File: src/rtl/muldiv_unit.sv
// Iterative multiply/divide unit with HI/LO registers.
// One operand bit per cycle; results land in HI/LO only on completion.
module muldiv_unit #(
  parameter int WIDTH     = 32,
  parameter bit SIGNED_EN = 1'b1
) (
  input  logic             clk,
  input  logic             rst,
  input  logic             start,
  input  logic [2:0]       op,
  input  logic [WIDTH-1:0] a,
  input  logic [WIDTH-1:0] b,
  input  logic             flush,
  output logic             busy,
  output logic             done,
  output logic [WIDTH-1:0] hi,
  output logic [WIDTH-1:0] lo
);

  localparam int CW = $clog2(WIDTH) + 1;
  localparam logic [CW-1:0] LAST = CW'(WIDTH - 1);

  typedef enum logic {
    IDLE,
    RUN
  } state_t;

  state_t           state;
  logic [CW-1:0]    cnt;
  logic             is_div;
  logic             neg_q;
  logic             neg_r;
  logic [WIDTH:0]   acc;
  logic [WIDTH-1:0] sh;
  logic [WIDTH-1:0] opd;

  logic             is_md;
  logic             sgn;
  logic             sa;
  logic             sb;
  logic             bz;
  logic [WIDTH-1:0] ma;
  logic [WIDTH-1:0] mb;

  assign is_md = ~op[2];
  assign sgn   = SIGNED_EN && !op[0];
  assign sa    = sgn & a[WIDTH-1];
  assign sb    = sgn & b[WIDTH-1];
  assign ma    = sa ? -a : a;
  assign mb    = sb ? -b : b;
  assign bz    = (b == '0);

  logic [WIDTH:0]     m_sum;
  logic [WIDTH:0]     d_try;
  logic [WIDTH:0]     d_acc;
  logic               d_ge;
  logic [WIDTH:0]     acc_n;
  logic [WIDTH-1:0]   sh_n;
  logic [2*WIDTH-1:0] prod;
  logic [2*WIDTH-1:0] prod_fix;
  logic [WIDTH-1:0]   q_fix;
  logic [WIDTH-1:0]   r_fix;

  // mul: acc:sh shifts right; div: acc:sh shifts left
  assign m_sum = sh[0] ? acc + {1'b0, opd} : acc;
  assign d_try = {acc[WIDTH-1:0], sh[WIDTH-1]};
  assign d_ge  = d_try >= {1'b0, opd};
  assign d_acc = d_ge ? d_try - {1'b0, opd} : d_try;

  assign acc_n = is_div ? d_acc
                        : {1'b0, m_sum[WIDTH:1]};
  assign sh_n  = is_div ? {sh[WIDTH-2:0], d_ge}
                        : {m_sum[0], sh[WIDTH-1:1]};

  assign prod     = {acc_n[WIDTH-1:0], sh_n};
  assign prod_fix = neg_q ? -prod : prod;
  assign q_fix    = neg_q ? -sh_n : sh_n;
  assign r_fix    = neg_r ? -acc_n[WIDTH-1:0]
                          : acc_n[WIDTH-1:0];

  assign busy = (state == RUN);

  always_ff @(posedge clk or negedge rst) begin
    if (!rst) begin
      state  <= IDLE;
      cnt    <= '0;
      done   <= 1'b0;
      hi     <= '0;
      lo     <= '0;
      is_div <= 1'b0;
      neg_q  <= 1'b0;
      neg_r  <= 1'b0;
      acc    <= '0;
      sh     <= '0;
      opd    <= '0;
    end else begin
      done <= 1'b0;
      case (state)
        IDLE: begin
          if (start && !flush) begin
            unique case (1'b1)
              is_md: begin
                state  <= RUN;
                cnt    <= '0;
                acc    <= '0;
                is_div <= op[1];
                if (!op[1]) begin
                  opd   <= ma;
                  sh    <= mb;
                  neg_q <= sa ^ sb;
                  neg_r <= 1'b0;
                end else if (bz) begin
                  // unsigned pass gives q=all ones, r=a
                  opd   <= '0;
                  sh    <= a;
                  neg_q <= 1'b0;
                  neg_r <= 1'b0;
                end else begin
                  opd   <= mb;
                  sh    <= ma;
                  neg_q <= sa ^ sb;
                  neg_r <= sa;
                end
              end
              op == 3'b100: hi <= a;
              op == 3'b101: lo <= a;
              default: ;
            endcase
          end
        end
        RUN: begin
          if (flush) begin
            state <= IDLE;
          end else begin
            acc <= acc_n;
            sh  <= sh_n;
            cnt <= cnt + 1'b1;
            if (cnt == LAST) begin
              state <= IDLE;
              done  <= 1'b1;
              if (is_div) begin
                hi <= r_fix;
                lo <= q_fix;
              end else begin
                hi <= prod_fix[2*WIDTH-1:WIDTH];
                lo <= prod_fix[WIDTH-1:0];
              end
            end
          end
        end
        default: state <= IDLE;
      endcase
    end
  end

endmodule

File: config.mk
export PLATFORM = sky130hd
export DESIGN_NAME = muldiv_unit
export DESIGN_NICKNAME = d
export VERILOG_FILES = /design/src/rtl/muldiv_unit.sv
export SDC_FILE = /design/constraint.sdc
export NUM_CORES = 1
export LEC_CHECK = 0
export CORE_UTILIZATION = 50
export CTS_BUF_LIST = sky130_fd_sc_hd__clkbuf_4 sky130_fd_sc_hd__clkbuf_8 sky130_fd_sc_hd__clkbuf_16
export DETAILED_ROUTE_END_ITERATION = 10
export PLACE_DENSITY = 0.77
export SYNTH_ARGS = -nofsm -noshare
export SYNTH_HDL_FRONTEND = slang
export SYNTH_SLANG_ARGS = --single-unit
File: constraint.sdc
create_clock -name clk -period 9.7 [get_ports clk]
set_input_delay 0.97 -clock clk [delete_from_list [all_inputs] [get_ports clk]]
set_output_delay 0.97 -clock clk [all_outputs]
set_load 0.02 [all_outputs]
# == Yosys cells after proc, flatten, opt, wreduce, memory -nomap -nowiden ==
# Index checks and enable logic that the tools add are counted.
# totals
latchBits,0
mem_bits_rw,0
register_bits,172
n_memories,0
mem_bits_ro,0
# classes
n_bitwise,5
multipliers,0
div,0
n_eq_ne,9
shifts,0
reduce_logical,8
n_mux,49
n_addsub,8
order_cmp,1
# op_table
operator,n
32-bit two-way mux,22
33-bit two-way mux,6
32-bit case mux with 2 select lines,3
32-bit negator,4
33-bit case mux with 2 select lines,1
64-bit two-way mux,1
64-bit negator,1
33-bit by 32-bit adder with 33-bit output,1
33-bit by 32-bit >= comparator with 1-bit output,1
33-bit by 32-bit subtractor with 33-bit output,1
32-bit logical NOT,1
6-bit two-way mux,3
6-bit case mux with 2 select lines,1
1-bit two-way mux,11
"2-bit inequality test, second input constant",5
4-bit AND reduction,2
"6-bit by 1-bit adder with 6-bit output, second input constant",1
"3-bit == test, second input constant",2
"6-bit by 5-bit == test with 1-bit output, second input constant",1
3-bit AND reduction,2
1-bit bitwise AND,2
1-bit logical NOT,2
"2-bit by 1-bit inequality test with 1-bit output, second input constant",1
1-bit inverter,2
3 further kinds,3

# == Longest topological paths before layout ==
# logic_depth
word_depth,9
depth_mapped,24

# == Worst setup path before layout ==
# Ideal clock, no wire load.
# synth_timing
path_type,register to register
start,reg is_div
end,reg hi[18]
setup_ns,0.125
t_arrival_ns,5.309
path_stages_with_launch,24
path_buffers,10
path_slack_ns,4.266
required_ns,9.575
path_cell_list,dfrtp_1 clkbuf_1 buf_1 buf_2 buf_2 buf_4 buf_2 buf_2 buf_2 buf_2 buf_1 mux2i_1 ha_1 nor3b_1 o2111ai_1 nor4_1 nand4_1 nand2b_1 nor2_1 nor2_1 o31ai_2 xnor2_1 a21oi_1 mux2_2
# synth_between
elab_chain_cells,7
elab_cells_between_ends,10
classes_between,2 x add/sub; 8 x mux
# synth_rtl
element,line,text
start: declaration,30,logic is_div;
start signal: assignment,106,is_div <= op[1];
32-bit two-way mux / 33-bit two-way mux (equally long branches),"72, 70",
64-bit negator / 32-bit negator (equally long branches),"76, 78",
64-bit two-way mux / 32-bit two-way mux (equally long branches),"76, 78",
32-bit two-way mux (*),141,if (is_div) begin
32-bit two-way mux (*),138,if (cnt == LAST) begin
32-bit two-way mux (*),132,if (flush) begin
32-bit case mux with 2 select lines (*),98,case (state)
end signal: assignment,142,hi <= r_fix;
end signal: assignment,145,hi <= prod_fix[2*WIDTH-1:WIDTH];
end: declaration,16,"output logic [WIDTH-1:0] hi,"
# Mark *: on every way between the ends. The rest lies on a longest branch, timed or not. The select of a mux whose other input is x is not followed.
# A chain may end at the register's enable or synchronous reset.

# == Worst setup path in the final report ==
# layout_timing
start,reg acc[28]
end,reg hi[18]
# layout_between
elab_chain_cells,9
elab_cells_between_ends,12
classes_between,2 x add/sub; 1 x order compare; 9 x mux
# layout_rtl
element,line,text
start: declaration,33,logic [WIDTH:0] acc;
start signal: assignment,135,acc <= acc_n;
33-bit by 32-bit >= comparator with 1-bit output (*),67,"assign d_ge = d_try >= {1'b0, opd};"
33-bit two-way mux,68,"assign d_acc = d_ge ? d_try - {1'b0, opd} : d_try;"
33-bit two-way mux,70,assign acc_n = is_div ? d_acc
64-bit negator / 32-bit negator (equally long branches),"76, 78",
64-bit two-way mux / 32-bit two-way mux (equally long branches),"76, 78",
32-bit two-way mux (*),141,
32-bit two-way mux (*),138,
32-bit two-way mux (*),132,
32-bit case mux with 2 select lines (*),98,
# Marked as above.

==> impl_results.md <==
- Slew headroom: 0.1207
- Routed WL: roughly 70000 um
- CTS Root Cell: clkbuf_16
- Fmax: approximately 150 MHz
- Setup violations, final: 0
- Site Rows: 66
- Wire length of the first global-routing pass: between 100000 and 150000 um
- Most frequent cells in the layout: 259 x a21oi_1, 246 x nand2_1, 246 x nor2_1, 196 x o21ai_0, 170 x dfrtp_1
- Unrepaired setup endpoints after global routing: no
- Peak VDD IR: about 0.00016 V
- Final Power: between 5 and 6 mW
- CTS Buffer Depth: 2
- Hold WS: about 0.45 ns
- Number of distinct library cells after synthesis: 87
- Fin nets: 2444
- Final period utilization: 0.6844
- Hold Vio Cnt, Final: 0
- Proportion of synthesized area in mux cells: 0.03655
- Post-layout util: 0.5776
- H-tree depth: 4
- Maximum capacitance violations: 0
- Worst Setup End Kind: flop
- Design Area, Final: ~0.019 mm^2
- Worst Path Required: 10.06 ns
- Critical path cell sequence: ha_1, nand4_2, nor4b_4, a2111oi_2, nand2_1, or3_1, buf_4, o21ai_0, a21boi_0, ha_1, nor3b_1, o2111ai_1, nor4_1, nand4_1, nand2b_1, nor2_1, nor2_1, o31ai_2, xnor2_1, a21oi_1, mux2_2
- Hpwl dp: between 50000 and 60000 um
- Skew final: about 0.016 ns
- Asr flop ratio synth: 1.000
- Syn Std Cell Area: between 0.015 and 0.02 mm^2
- Syn nets: 2413
- Dpl ws: 3.224 ns
- CTS tree: yes
- Via density: approximately 6.6
- Share of cells above drive strength 1: 0.05270
- Clk slew on worst S/H paths: approximately 0.08 ns
- Initial core utilization: 0.5108
- Initial antenna violation count: 3
- Number of synthesized flops with an enable pin: 0
- Drc violations: 0
- Core region area: around 0.033 mm^2
- Vias in the first global route: between 15000 and 20000
- Die area: around 0.034 mm^2
- Most common library cell in the layout ignoring fill and taps: a21oi_1
- Seq/Total Area, Yosys: 0.2577
- Chip Height: ~180 um
- Fin crit period: 6.638 ns
- Lkg Pwr: around 7.7 nW
- Crit-path slowest cell: o21ai_0
- Worst Setup Start Kind: flop
- Post-Syn Area per Cell: roughly 7.4 um^2
- WP data arrival: about 7.0 ns
- Postcts setup bufs: 0
- Final slew viol count: 0
- I/O pin count: around 140
- Hold Path Class: input pin to async pin
- Global router's overall resource usage: 0.4123
- Num CTS Buffers: 17
- Synth Flop Type: dfrtp_1
- Largest family of logic cells by synthesized area: compound AO/OA/AOI/OAI gates
- Xor/xnor cell area share of the yosys netlist: 0.09228
- Synth Area in Compound Gates: 0.2731
- Largest net degree at the start of global routing: approximately 110
- Clk_lat worst skew: 0.48 ns
- Post-synthesis adder-cell area fraction: 0.05408
- Die W: roughly 180 um
- Area grow syn2layout: 13.07%
- Synth Instances: between 2000 and 2500
- Final Worst Setup Slack: about 3.1 ns
- Diodes inserted: 0
- Worst-path fanout max: 18
- Post-CTS Resized: 0
- # hold bufs at CTS: 0
- Placed Area: between 0.015 and 0.02 mm^2
- Yosys Warn Count: 0
- Tightest Pin Transition: 1.318 ns
- Outcome: complete, no violations
- Placed Cells incl. Taps: between 2000 and 3000
- Post-Layout Cell Count: between 2000 and 3000
- Setup CP Type: flop to flop
- Routed vias: around 18000
- DRT Pass-1 Iters: 6
- Simple-gate area share of the yosys netlist: 0.2317
- First DRT Iteration DRCs: 2356
- Power Density: about 270 mW/mm^2
- Global placement routability congestion: 1.023
- Post-route ant nets: 0
- Setup TNS: 0 ns
- Number of clock sinks: 172
- #FFs+latches synth: between 150 and 200
- Crit path largest cell delay: between 0.7 and 0.8 ns
- Routed len/inst: ~25 um
- Port buffer count: roughly 140
- Global route overflow: 0
[registers in the layout (all words and copies together) (netlist names)]
| register | count |
|---|---|
| done | 1 |
| neg_r | 1 |
| is_div | 1 |
| busy | 1 |
| lo | 32 |
| sh | 32 |
| cnt | 6 |
| hi | 32 |
| opd | 32 |
| neg_q | 1 |
| acc | 33 |
[layer usage]
| layer | vias up | track usage | share of wire |
|---|---|---|---|
| met5 | - | 0 | 0.00019 |
| met4 | 2 | 0.2747 | 0.073 |
| met3 | 219 | 0.07471 | 0.097 |
| met2 | 1061 | 0.6281 | 0.44 |
| met1 | 8698 | 0.5333 | 0.39 |
| li1 | 8249 | - | - |
[final timing paths]
check	from	to	slack (ns)	depth (start not counted)
max in group asynchronous	rst	is_div$_DFFE_PN0P_	7.69	2
min	rst	acc[16]$_DFFE_PN0P_	0.45	1
max reg2reg	acc[28]$_DFFE_PN0P_	hi[18]$_DFFE_PN0P_	3.06	21
min in group clk	hi[9]$_DFFE_PN0P_	hi[9]$_DFFE_PN0P_	0.48	2
min reg2reg	hi[9]$_DFFE_PN0P_	hi[9]$_DFFE_PN0P_	0.48	2
max	acc[28]$_DFFE_PN0P_	hi[18]$_DFFE_PN0P_	3.06	21
[area by class of cell]
| class | instances | area (um^2) |
|---|---|---|
| Sequential cell | 172 | 4312 |
| Tap cell | 442 | 553.0 |
| Inverter | 74 | 277.8 |
| Clock inverter | 15 | 205.2 |
| Timing Repair Buffer | 166 | 1585 |
| Clock buffer | 17 | 425.4 |
| Multi-Input combinational cell | 1871 | 11530 |
| Fill cell | 3140 | 13810 |
[worst max-delay path, delay by kind of cell, from the launching register on]
family	cells	cell delay (ns)
buf+inv	1	0.24
xor+xnor	1	0.15
simple gates	10	2.59
flops	1	0.44
fa+ha+maj	2	0.68
compound gates	6	2.13
mux	1	0.29
[cells by family (layout without fill, tap and decap cells)]
kind of cell    after synthesis  count (layout)
compound gates              747             747
xor+xnor                    176             176
fa+ha+maj                    71              71
buf+inv                     228             272
flops                       172             172
mux                          59              59
simple gates                818             818
[Yosys cell counts (10+ instances only)]
| master | count | area [um^2] |
|---|---|---|
| a22o_1 | 15 | 131.4 |
| mux2_2 | 16 | 180.2 |
| buf_2 | 18 | 90.09 |
| clkbuf_1 | 119 | 446.7 |
| and2_1 | 10 | 62.56 |
| inv_1 | 73 | 274.0 |
| a21o_1 | 28 | 210.2 |
| nor2_1 | 249 | 934.7 |
| o21ai_0 | 197 | 986.0 |
| o21ai_1 | 14 | 70.07 |
| dfrtp_1 | 172 | 4304 |
| o22ai_1 | 15 | 93.84 |
| nand2b_1 | 19 | 118.9 |
| a211oi_1 | 50 | 375.4 |
| a21oi_1 | 259 | 1296 |
| nand2_1 | 246 | 923.4 |
| nand4_1 | 41 | 256.5 |
| mux2i_1 | 43 | 430.4 |
| o31ai_1 | 12 | 90.09 |
| o211ai_1 | 12 | 90.09 |
| or3_1 | 29 | 181.4 |
| o21a_1 | 18 | 135.1 |
| nor2b_1 | 27 | 168.9 |
| a31oi_1 | 24 | 150.1 |
| ha_1 | 69 | 863.3 |
| xnor2_1 | 99 | 867.1 |
| nor3_1 | 62 | 310.3 |
| xor2_1 | 77 | 674.4 |
| nor4_1 | 15 | 93.84 |
| buf_1 | 12 | 45.04 |
| and3_1 | 21 | 131.4 |
| nand3_1 | 48 | 240.2 |
[power breakdown]
part           internal, mW  total (mW)  switching, mW  leakage [nW]
Combinational          1.16        3.20           2.05          5.22
Sequential            0.897        1.11          0.214          2.13
Clock                 0.357       0.746          0.389         0.300
Note: power is estimated with default switching activity, not from simulation.
